<file path="config.mk">
export PLATFORM = sky130hd
export DESIGN_NAME = spi_slave_mc
export DESIGN_NICKNAME = d
export VERILOG_FILES = /design/src/rtl/spi_slave_mc.sv
export SDC_FILE = /design/constraint.sdc
export NUM_CORES = 1
export LEC_CHECK = 0
export CORE_MARGIN = 3
export CORE_UTILIZATION = 35
export CTS_BUF_LIST = sky130_fd_sc_hd__clkbuf_4
export DETAILED_ROUTE_END_ITERATION = 8
export GPL_TIMING_DRIVEN = 1
export PLACE_DENSITY = 0.49
export SLEW_MARGIN = 40
export SYNTH_ARGS = -nofsm -noshare
export SYNTH_HDL_FRONTEND = slang
export SYNTH_SLANG_ARGS = --single-unit
</file>
<file path="constraint.sdc">
create_clock -name clk100 -period 3.35 [get_ports clk100]
set_input_delay 1.005 -clock clk100 [delete_from_list [all_inputs] [get_ports clk100]]
set_output_delay 1.005 -clock clk100 [all_outputs]
set_load 0.01 [all_outputs]
</file>
<file path="src/rtl/spi_slave_mc.sv">
// SPI slave with runtime mode and bit order, a DEPTH-word TX buffer and RX word capture; SPI_SLV_CNT_EN adds frame/word counters.
// Latency: pin changes act SYNC_STAGES+1 clk100 later; rx_valid_o pulses the cycle after the final sample edge.
// Backpressure: none; TX writes are accepted every cycle and each new RX word overwrites rx_data_o.
module spi_slave_mc #(
    parameter int DW          = 8,
    parameter int DEPTH       = 4,
    parameter int SYNC_STAGES = 2
) (
    input  logic                     clk100,
    input  logic                     rst,
    input  logic [1:0]               mode_i,
    input  logic                     lsb_first_i,
    input  logic                     tx_we_i,
    input  logic [$clog2(DEPTH)-1:0] tx_addr_i,
    input  logic [DW-1:0]            tx_data_i,
    input  logic                     sclk_i,
    input  logic                     csn_i,
    input  logic                     mosi_i,
    output logic                     miso_o,
    output logic [DW-1:0]            rx_data_o,
    output logic                     rx_valid_o,
    output logic [$clog2(DEPTH)-1:0] rx_idx_o,
    output logic                     busy_o,
    output logic                     frame_done_o,
    output logic                     err_partial_o
`ifdef SPI_SLV_CNT_EN
    ,
    output logic [15:0]              frame_cnt_o,
    output logic [15:0]              word_cnt_o
`endif
);

    localparam int AW = $clog2(DEPTH);
    localparam int BW = $clog2(DW);

    typedef enum logic {IDLE, ACTIVE} state_t;

    state_t                 state;
    logic [SYNC_STAGES-1:0] sclk_sy, csn_sy, mosi_sy;
    logic                   sclk_d, csn_d;
    logic                   cpol_r, cpha_r, lsb_r;
    logic [BW-1:0]          bit_cnt;
    logic [AW-1:0]          word_idx;
    logic [DW-1:0]          tx_sh, rx_sh;
    logic                   reload_pend;
    logic [DW-1:0]          tx_buf [DEPTH];

    function automatic logic obit(input logic [DW-1:0] v, input logic lsb);
        return lsb ? v[0] : v[DW-1];
    endfunction

    // CSn chain resets low so a frame cut short by reset is not re-entered mid-transfer.
    always_ff @(posedge clk100 or posedge rst) begin
        if (rst) begin
            sclk_sy <= '0;
            csn_sy  <= '0;
            mosi_sy <= '0;
            sclk_d  <= 1'b0;
            csn_d   <= 1'b0;
        end else begin
            sclk_sy <= {sclk_sy[SYNC_STAGES-2:0], sclk_i};
            csn_sy  <= {csn_sy[SYNC_STAGES-2:0], csn_i};
            mosi_sy <= {mosi_sy[SYNC_STAGES-2:0], mosi_i};
            sclk_d  <= sclk_sy[SYNC_STAGES-1];
            csn_d   <= csn_sy[SYNC_STAGES-1];
        end
    end

    logic sclk_s, csn_s, mosi_s;
    logic sclk_rise, sclk_fall, csn_fall, csn_rise;
    logic lead_ev, trail_ev, samp_ev, shift_ev, last_bit;

    assign sclk_s    = sclk_sy[SYNC_STAGES-1];
    assign csn_s     = csn_sy[SYNC_STAGES-1];
    assign mosi_s    = mosi_sy[SYNC_STAGES-1];
    assign sclk_rise = sclk_s & ~sclk_d;
    assign sclk_fall = ~sclk_s & sclk_d;
    assign csn_fall  = ~csn_s & csn_d;
    assign csn_rise  = csn_s & ~csn_d;
    assign lead_ev   = cpol_r ? sclk_fall : sclk_rise;
    assign trail_ev  = cpol_r ? sclk_rise : sclk_fall;
    assign samp_ev   = cpha_r ? trail_ev : lead_ev;
    assign shift_ev  = cpha_r ? lead_ev : trail_ev;
    assign last_bit  = (bit_cnt == BW'(DW - 1));

    // Buffer reads forward a same-cycle write so a load never sees stale data.
    logic [AW-1:0] nxt_idx, rl_idx;
    logic [DW-1:0] ld0_dat, rl_dat, shift_src, tx_shf, rx_nxt;

    assign nxt_idx   = word_idx + AW'(1);
    assign rl_idx    = cpha_r ? word_idx : nxt_idx;
    assign ld0_dat   = (tx_we_i && tx_addr_i == '0) ? tx_data_i : tx_buf[0];
    assign rl_dat    = (tx_we_i && tx_addr_i == rl_idx) ? tx_data_i : tx_buf[rl_idx];
    assign shift_src = reload_pend ? rl_dat : tx_sh;
    assign tx_shf    = lsb_r ? (tx_sh >> 1) : (tx_sh << 1);
    assign rx_nxt    = lsb_r ? {mosi_s, rx_sh[DW-1:1]} : {rx_sh[DW-2:0], mosi_s};

    always_ff @(posedge clk100 or posedge rst) begin
        if (rst) begin
            for (int i = 0; i < DEPTH; i++) tx_buf[i] <= '0;
        end else if (tx_we_i) begin
            tx_buf[tx_addr_i] <= tx_data_i;
        end
    end

    always_ff @(posedge clk100 or posedge rst) begin
        if (rst) begin
            state         <= IDLE;
            cpol_r        <= 1'b0;
            cpha_r        <= 1'b0;
            lsb_r         <= 1'b0;
            bit_cnt       <= '0;
            word_idx      <= '0;
            tx_sh         <= '0;
            rx_sh         <= '0;
            reload_pend   <= 1'b0;
            miso_o        <= 1'b0;
            rx_data_o     <= '0;
            rx_valid_o    <= 1'b0;
            rx_idx_o      <= '0;
            busy_o        <= 1'b0;
            frame_done_o  <= 1'b0;
            err_partial_o <= 1'b0;
        end else begin
            rx_valid_o   <= 1'b0;
            frame_done_o <= 1'b0;
            case (state)
                IDLE: begin
                    if (csn_fall) begin
                        state         <= ACTIVE;
                        cpol_r        <= mode_i[1];
                        cpha_r        <= mode_i[0];
                        lsb_r         <= lsb_first_i;
                        bit_cnt       <= '0;
                        word_idx      <= '0;
                        err_partial_o <= 1'b0;
                        busy_o        <= 1'b1;
                        reload_pend   <= 1'b0;
                        tx_sh         <= ld0_dat;
                        miso_o        <= mode_i[0] ? 1'b0 : obit(ld0_dat, lsb_first_i);
                    end
                end
                ACTIVE: begin
                    if (samp_ev) begin
                        rx_sh <= rx_nxt;
                        if (last_bit) begin
                            bit_cnt    <= '0;
                            rx_data_o  <= rx_nxt;
                            rx_idx_o   <= word_idx;
                            rx_valid_o <= 1'b1;
                            word_idx   <= nxt_idx;
                            if (!cpha_r) begin
                                tx_sh  <= rl_dat;
                                miso_o <= obit(rl_dat, lsb_r);
                            end else begin
                                reload_pend <= 1'b1;
                            end
                        end else begin
                            bit_cnt <= bit_cnt + BW'(1);
                        end
                    end
                    // At bit_cnt 0 the word's first bit is already presented (CPHA=0) or is presented now (CPHA=1).
                    if (shift_ev) begin
                        if (bit_cnt != '0) begin
                            tx_sh  <= tx_shf;
                            miso_o <= obit(tx_shf, lsb_r);
                        end else if (cpha_r) begin
                            tx_sh       <= shift_src;
                            miso_o      <= obit(shift_src, lsb_r);
                            reload_pend <= 1'b0;
                        end
                    end
                    if (csn_rise) begin
                        state        <= IDLE;
                        busy_o       <= 1'b0;
                        frame_done_o <= 1'b1;
                        miso_o       <= 1'b0;
                        reload_pend  <= 1'b0;
                        if (!(samp_ev && last_bit) && bit_cnt != '0)
                            err_partial_o <= 1'b1;
                    end
                end
                default: state <= IDLE;
            endcase
        end
    end

`ifdef SPI_SLV_CNT_EN
    always_ff @(posedge clk100 or posedge rst) begin
        if (rst) begin
            frame_cnt_o <= '0;
            word_cnt_o  <= '0;
        end else begin
            if (frame_done_o) frame_cnt_o <= frame_cnt_o + 16'd1;
            if (rx_valid_o)   word_cnt_o  <= word_cnt_o + 16'd1;
        end
    end
`endif

endmodule
</file>
### Word-level counts from Yosys, hierarchy flattened

Cells that the tools add are included.

| operators by class | value |
|---|---|
| order comparisons | 3 |
| eq/ne operators | 8 |
| reduce and logical (&&, ||, !) cells | 16 |
| mux-type cells | 69 |
| add/subtract/negate cells | 2 |
| bitwise gates (word level) | 11 |

Operator list:

| kind | count |
|---|---|
| $mux 8 | 15 |
| $mux 1 | 36 |
| $bwmux 32 | 1 |
| $bmux 8 s2 | 1 |
| $demux 8 s2 | 1 |
| $pmux 8 s2 | 1 |
| $pmux 1 s2 | 5 |
| $reduce_and 2->1 | 5 |
| $mux 3 | 3 |
| $reduce_and 3->1 | 3 |
| $mux 2 | 4 |
| $ne 2x1->1 const B | 4 |
| $ge 3x3->1 const B | 2 |
| $not 2->3 | 2 |
| $pmux 3 s2 | 1 |
| $logic_and 1x1->1 | 5 |
| $ne 5x4->1 const B | 1 |
| $not 1->1 | 5 |
| $and 1x1->1 | 4 |
| $pmux 2 s2 | 1 |
| $add 3x1->3 const B | 1 |
| $eq 3x3->1 const B | 1 |
| $lt 3x1->1 const B | 1 |
| $reduce_bool 3->1 | 1 |
| 5 further kinds | 5 |

| storage, ports and cells | value |
|---|---|
| register bits | 81 |
| word-level logic and storage cells | 135 |
| output and inout port bits | 15 |

### Longest topological paths before layout

Gate-level depths: netlist of the first run.

| logic depth | value |
|---|---|
| depth after elaboration | 16 |
| gate-level depth with buffers | 9 |

### Worst setup path after synthesis of the first run

No wires, ideal clock.

| timing path | value |
|---|---|
| path type | input to register |
| from | input port tx_addr_i[0] |
| to | register tx_sh[7] |
| stages on the path | 8 |
| setup time | 0.128 ns |
| setup slack | 0.704 ns |
| buffers on the path | 2 |
| data arrival time | 2.519 ns |
| cell sequence | buf_2 -> or3b_1 -> a21bo_1 -> nor2_4 -> buf_8 -> mux2_2 -> mux2i_1 -> o21ai_0 |

| between the ends | value |
|---|---|
| word-level cells in the longest chain between the ends | 10 |
| elaborated cells between the ends (all ways) | 15 |

Ends and longest elaborated chain:

| what | RTL line | source |
|---|---|---|
| start, declared | 14 | `input logic [$clog2(DEPTH)-1:0] tx_addr_i,` |
| $eq 2x2->1 | 93 | `assign rl_dat = (tx_we_i && tx_addr_i == rl_idx) ? tx_data_i : tx_buf[rl_idx];` |
| $logic_and 1x1->1 | 93 |  |
| $mux 8 | 93 |  |
| $mux 8 | 152 | `if (!cpha_r) begin` |
| $mux 8 | 146 | `if (last_bit) begin` |
| $mux 8 | 144 | `if (samp_ev) begin` |
| $mux 8 | 167 | `end else if (cpha_r) begin` |
| $mux 8 | 164 | `if (bit_cnt != '0) begin` |
| $mux 8 | 163 | `if (shift_ev) begin` |
| $pmux 8 s2 * | 127 | `case (state)` |
| end signal, assigned | 139 | `tx_sh <= ld0_dat;` |
| end signal, assigned | 165 | `tx_sh <= tx_shf;` |
| end signal, assigned | 168 | `tx_sh <= shift_src;` |
| end, declared | 44 | `logic [DW-1:0] tx_sh, rx_sh;` |

Mark *: on every way between the ends. The rest lies on a longest branch, timed or not. The select of a mux whose other input is x is not followed.
A chain may end at the register's enable or synchronous reset.

### Worst setup path after layout of the first run

| timing path | value |
|---|---|
| from | input port tx_addr_i[0] |
| to | register tx_sh[2] |

The elaborated chain is that of the path after synthesis.

==> results of run 1 <==
per-layer routing:
layer,wire (um),vias to the layer above,GRT usage
met5,0,-,0
met2,4430,52,0.231
met3,385,7,0.0472
met4,82,0,0.0459
met1,5150,1488,0.244
li1,-,1455,-
per-stage QoR:
step	hold slack [ns]	instance area [sq um]	worst slack [ns]	power [uW]	TNS, ns
global placement	0.333	4750	0.0393	2270	0
detailed placement	0.338	4750	-0.0391	2300	-0.102
CTS	0.374	4890	0.490	2920	0
global route	0.378	4900	0.260	3100	0
finish	0.366	4900	0.445	2880	0
floorplan	0.331	4290	0.265	2040	0
worst paths after layout:
kind	to	slack, ns	depth (start not counted)
max	tx_sh[2]	0.45	7
min in group asynchronous	rx_sh[7]	0.90	2
min	mosi_sy[1]	0.37	0
min reg2reg	mosi_sy[1]	0.37	0
max in group asynchronous	cpol_r	1.78	3
max reg2reg	tx_sh[3]	0.72	7
cells by family after synthesis:
family,synth area share
muxes,0.225
buffers and inverters,0.0344
AOI/OAI and AO/OA,0.118
DFF,0.472
adders and majority gates,0.00875
xor gates and xnor gates,0.0137
and+or+nand+nor,0.127
power by group:
group | internal [uW] | switching [uW]
sequential | 1180 | 192
clock | 244 | 356
combinational | 470 | 439
worst register-to-register path, delay by kind of cell (launching register included):
| family | cells | cell delay, ns |
|---|---|---|
| simple gates | 2 | 1.09 |
| fa+ha+maj | 1 | 0.14 |
| flops | 1 | 0.44 |
| compound gates | 3 | 0.83 |
| buf+inv | 1 | 0.08 |
registers in the layout, indices dropped and copies added, names as in the netlist, 2 cells and up:
register	flops
rx_sh	8
sclk_sy	2
rx_data_o	8
tx_sh	8
rx_idx_o	2
bit_cnt	3
csn_sy	2
mosi_sy	2
word_idx	2
tx_buf	32
area by class of cell:
type / count / area, sq um / area share
clock inverter: 5 / 55.1 / 0.0112
clock buffer: 11 / 82.6 / 0.0169
multi-input combinational: 272 / 2120 / 0.433
tap: 143 / 179 / 0.0365
inverter: 9 / 35.0 / 0.00716
timing repair buffer: 40 / 395 / 0.0808
sequential: 81 / 2030 / 0.414
cell usage in the layout (no fill, tap or decap), drive strengths merged, types with 4 or more instances in the layout:
master / synthesis / routed
xnor2: 4 / 4
inv: 9 / 9
o21ai: 23 / 23
mux2: 44 / 44
a31oi: 6 / 6
a21oi: 6 / 6
nor3b: 4 / 4
a221oi: 5 / 5
dfrtp: 81 / 81
clkbuf: 13 / 11
nor2: 25 / 25
nand3: 8 / 8
clkdlybuf4s50: 0 / 33
mux2i: 28 / 28
a211o: 6 / 6
nand2b: 8 / 8
nand2: 50 / 50
buf: 9 / 7
nor2b: 4 / 4
mux4: 8 / 8
o2bb2ai: 4 / 4
==> results.cfg, run 1 <==
[power]
irDropWorstVdd_mv = 0.265
leakage_uw = 0.00205
p_per_area_nw_per_um2 = 588

[timing]
fmax_mhz = 344
rsz0062_at_grt = false
finalSetupViolations = 0
slew_headroom = 0.509
finClkSkew_ns = 0.0216
maxSlewViolCount = 0
min_period_ns = 2.90
hold_viol = 0
finalCritPeriodShare = 0.867
worst_pin_slew_ns = 0.735

[worst_setup_path]
crit_chain = clkdlybuf4s50_1, or3b_1, a21bo_1, nor2_4, nor2_1, a221oi_1, a31oi_1
critPathCaptureType = flop
path_buf_inv = 1
critPathMaxStageDelay_ns = 0.54
r2r-start = bit_cnt[0]
cpMaxStageDelayCell = clkdlybuf4s50_1
cp.arrival_ns = 3.25
cp-start-kind = primary input
crit_fanout = 12
worstSetupPathType = primary input to flop
crit_family = simple AND/OR/NAND/NOR gates
cp-startpoint = tx_addr_i[0]
required_ns = 3.70

[routing]
drt.antenna.violating_nets = 0
drc = 0
wl_um = 10000
dr.pass1.iters = 4
num_vias = 3002
drt_iter0_drc = 178
routedWlPerCell_um = 17.9
vias_per_cell = 5.35

[yosys]
ys_top_cells_by_area = dfrtp_1 (47%), mux2_2 (12%), mux2i_1 (6.5%)
synth_top_area_frac = 0.472
syn_area_per_cell_sq_um = 11.2
synth_most_common_cell = dfrtp_1
async_flop_share = 1.00
synthCells = 384
ys_top_cells_by_count = dfrtp_1 (81), nand2_1 (50), mux2_2 (44)
syn-num-nets = 406
yosys.area.top_type = dfrtp_1
yosysSeqAreaShare = 0.472
syn_area_sq_um = 4290
ys.flop_type = dfrtp_1
synth-edff-count = 0
synth.distinct_cells = 55
ys_ff_latch = 81
ys.warnings.count = 0

[cts]
clkLatencyLatePin_ns = 0.46
post_cts_buffers = 0
cts_made_buffers = 9
clockBufferDepth = 2
path_clk_slew_ns = 0.14
clkSinkCount = 81
ctsHoldBuffers = 0
post_cts_resize_count = 0
clock-root-buffer = clkbuf_4
htreeDepth = 3
cts_tree = done

[finish]
antennaDiodeCount = 0
fin_util = 0.418
fin_nets = 435
nFillCells = 1159
drive_gt1_frac = 0.201
syn_to_final_growth_pct = 14.1
instances_no_fill = 561

[floorplanning]
io_pins = 34
start_util = 0.366
core_area_sq_um = 11700
die_y_um = 117
dieArea_sq_um = 13600
die_w_um = 117
num_rows = 39

[min_path]
hold_path_startpoint = mosi_sy[0]
hp-class = flop to flop

[grt]
track_usage = 0.164
grt_pass1_wl_um = 16900
antenna_found_initial = 0
grt_overflow_total = 0
grt_pass1_vias = 3066
grt_max_degree = 51

[placed_design]
io_buffers = 33
numPlacedInstances = 545
place_congestion = 0.818
hpwl_um = 7010

[flow_run]
cap_violations = 0

[status]
status = finished, final reports clean
Note: power is estimated with default switching activity, not from simulation.
==> run 2: changes to the inputs <==
--- a/config.mk
+++ b/config.mk
@@ -5,6 +5,7 @@
 export SDC_FILE = /design/constraint.sdc
 export NUM_CORES = 1
 export LEC_CHECK = 0
+export CAP_MARGIN = 30
 export CORE_MARGIN = 3
 export CORE_UTILIZATION = 35
 export CTS_BUF_LIST = sky130_fd_sc_hd__clkbuf_4
==> results of run 2 <==
The final DEF is identical to that of run 1; final timing and power are the same.
==> run 3: changes to the inputs <==
--- a/config.mk
+++ b/config.mk
@@ -6,12 +6,13 @@
 export NUM_CORES = 1
 export LEC_CHECK = 0
 export CAP_MARGIN = 30
-export CORE_MARGIN = 3
+export CORE_MARGIN = 4
 export CORE_UTILIZATION = 35
 export CTS_BUF_LIST = sky130_fd_sc_hd__clkbuf_4
 export DETAILED_ROUTE_END_ITERATION = 8
 export GPL_TIMING_DRIVEN = 1
 export PLACE_DENSITY = 0.49
+export SKIP_CTS_REPAIR_TIMING = 1
 export SLEW_MARGIN = 40
 export SYNTH_ARGS = -nofsm -noshare
 export SYNTH_HDL_FRONTEND = slang
==> results.cfg, run 3 (synthesized netlist as in run 1, its figures left out) <==
[finish]
instances_no_fill = 566
regMostFlops = tx_buf
fin_util = 0.409
layout_common_cells = dfrtp_1 (81), nand2_1 (50), mux2_2 (44)
layout_commonest_cell = dfrtp_1
antennaDiodeCount = 0
fin_nets = 436
syn_to_final_growth_pct = 14.3
largest_register_ffs = 32
drive_gt1_frac = 0.205

[worst_setup_path]
cpMaxStageDelayCell = clkdlybuf4s50_1
r2r-start = word_idx[0]
r2r_end = tx_sh[5]
regToRegSetupSlack_ns = 0.76
cp-start-kind = primary input
cp.arrival_ns = 3.26
worstSetupPathType = primary input to flop
crit_chain = clkdlybuf4s50_1, or3b_1, a21bo_1, nor2_4, nor2_1, a221oi_1, a31oi_1
crit_fanout = 12
cp-startpoint = tx_addr_i[0]
critPathMaxStageDelay_ns = 0.55
critPathCaptureType = flop
required_ns = 3.69
rr_worst_depth = 6

[placed_design]
numPlacedInstances = 550
pre_cts_ws_ns = -0.0339
hpwl_um = 6820
place_congestion = 0.776
io_buffers = 33

[min_path]
hp-class = flop to flop
hold_path_startpoint = csn_sy[0]
hold_end = csn_sy[1]
worstHoldPathCells = 0

[power]
irDropWorstVdd_mv = 0.315
p_per_area_nw_per_um2 = 584
power_uw = 2870
leakage_uw = 0.00206

[status]
status = finished, final reports clean

[timing]
worst_pin_slew_ns = 0.698
finalCritPeriodShare = 0.872
slew_headroom = 0.535
rsz0062_at_grt = false
hold_viol = 0
fmax_mhz = 342
min_period_ns = 2.92
tns_ns = 0
worst_slack_ns = 0.428
finalSetupViolations = 0
finClkSkew_ns = 0.0324
maxSlewViolCount = 0

[routing]
routedWlPerCell_um = 17.0
drt_iter0_drc = 135
num_vias = 3033
drc = 0
dr.pass1.iters = 4
vias_per_cell = 5.36
drt.antenna.violating_nets = 0
wl_um = 9600

[grt]
grt_overflow_total = 0
grt_pass1_wl_um = 16200
track_usage = 0.144
antenna_found_initial = 0
grt_pass1_vias = 2998
grt_max_degree = 42

[cts]
htreeDepth = 3
clock-root-buffer = clkbuf_4
cts_tree = done
path_clk_slew_ns = 0.12
cts_made_buffers = 9
clockBufferDepth = 2
clkLatencyLatePin_ns = 0.47
clkSinkCount = 81

[floorplanning]
die_w_um = 119
io_pins = 34
die_y_um = 119
dieArea_sq_um = 14100
num_rows = 40
start_util = 0.357
core_area_sq_um = 12000

[flow_run]
cap_violations = 0
## run 3: metal layers
layer,vias up,part of all wire,global-route usage
met3,5,0.038,0.0459
li1,1455,-,-
met1,1513,0.51,0.207
met5,-,0,0
met4,0,0.010,0.0348
met2,60,0.44,0.212
## run 3: final cells by class
class                           count  area, sq um
Inverter                            9         35.0
Timing Repair Buffer               41          403
Fill cell                        1184         7100
Clock buffer                       11         82.6
Tap cell                          147          184
Multi-Input combinational cell    272         2120
Sequential cell                    81         2030
Clock inverter                      5         53.8
## run 3: critical path: cells and delay by family
| kind | cells | cell delay [ns] |
|---|---|---|
| AO/OA/AOI/OAI | 3 | 0.69 |
| buffers and inverters | 1 | 0.55 |
| AND/OR/NAND/NOR | 3 | 1.00 |
## run 3: where the power goes
part / internal, uW / leakage (uW) / switching (uW)
clock network: 244 / 0.0000810 / 347
registers: 1180 / 0.00101 / 194
logic: 482 / 0.000973 / 422
## run 3: metrics by stage
| stage | hold slack [ns] | area, sq um |
|---|---|---|
| final | 0.363 | 4910 |
| after global placement | 0.335 | 4770 |
| after CTS | 0.370 | 4900 |
| after detailed placement | 0.338 | 4770 |
| after global routing | 0.372 | 4910 |
| after floorplan | 0.331 | 4290 |
## run 3: worst max-delay path by stage
| stage | depth (start not counted) | slack [ns] | endpoint |
|---|---|---|---|
| 2_1_floorplan | 1 | 0.26 | bit_cnt[0] |
| 3_3_place_gp | 7 | 0.03 | tx_sh[4] |
| 3_5_place_dp | 7 | -0.03 | tx_sh[2] |
| 4_1_cts | 7 | 0.47 | tx_sh[5] |
| 5_1_grt | 7 | 0.40 | tx_sh[3] |
| 6_report | 7 | 0.43 | tx_sh[5] |
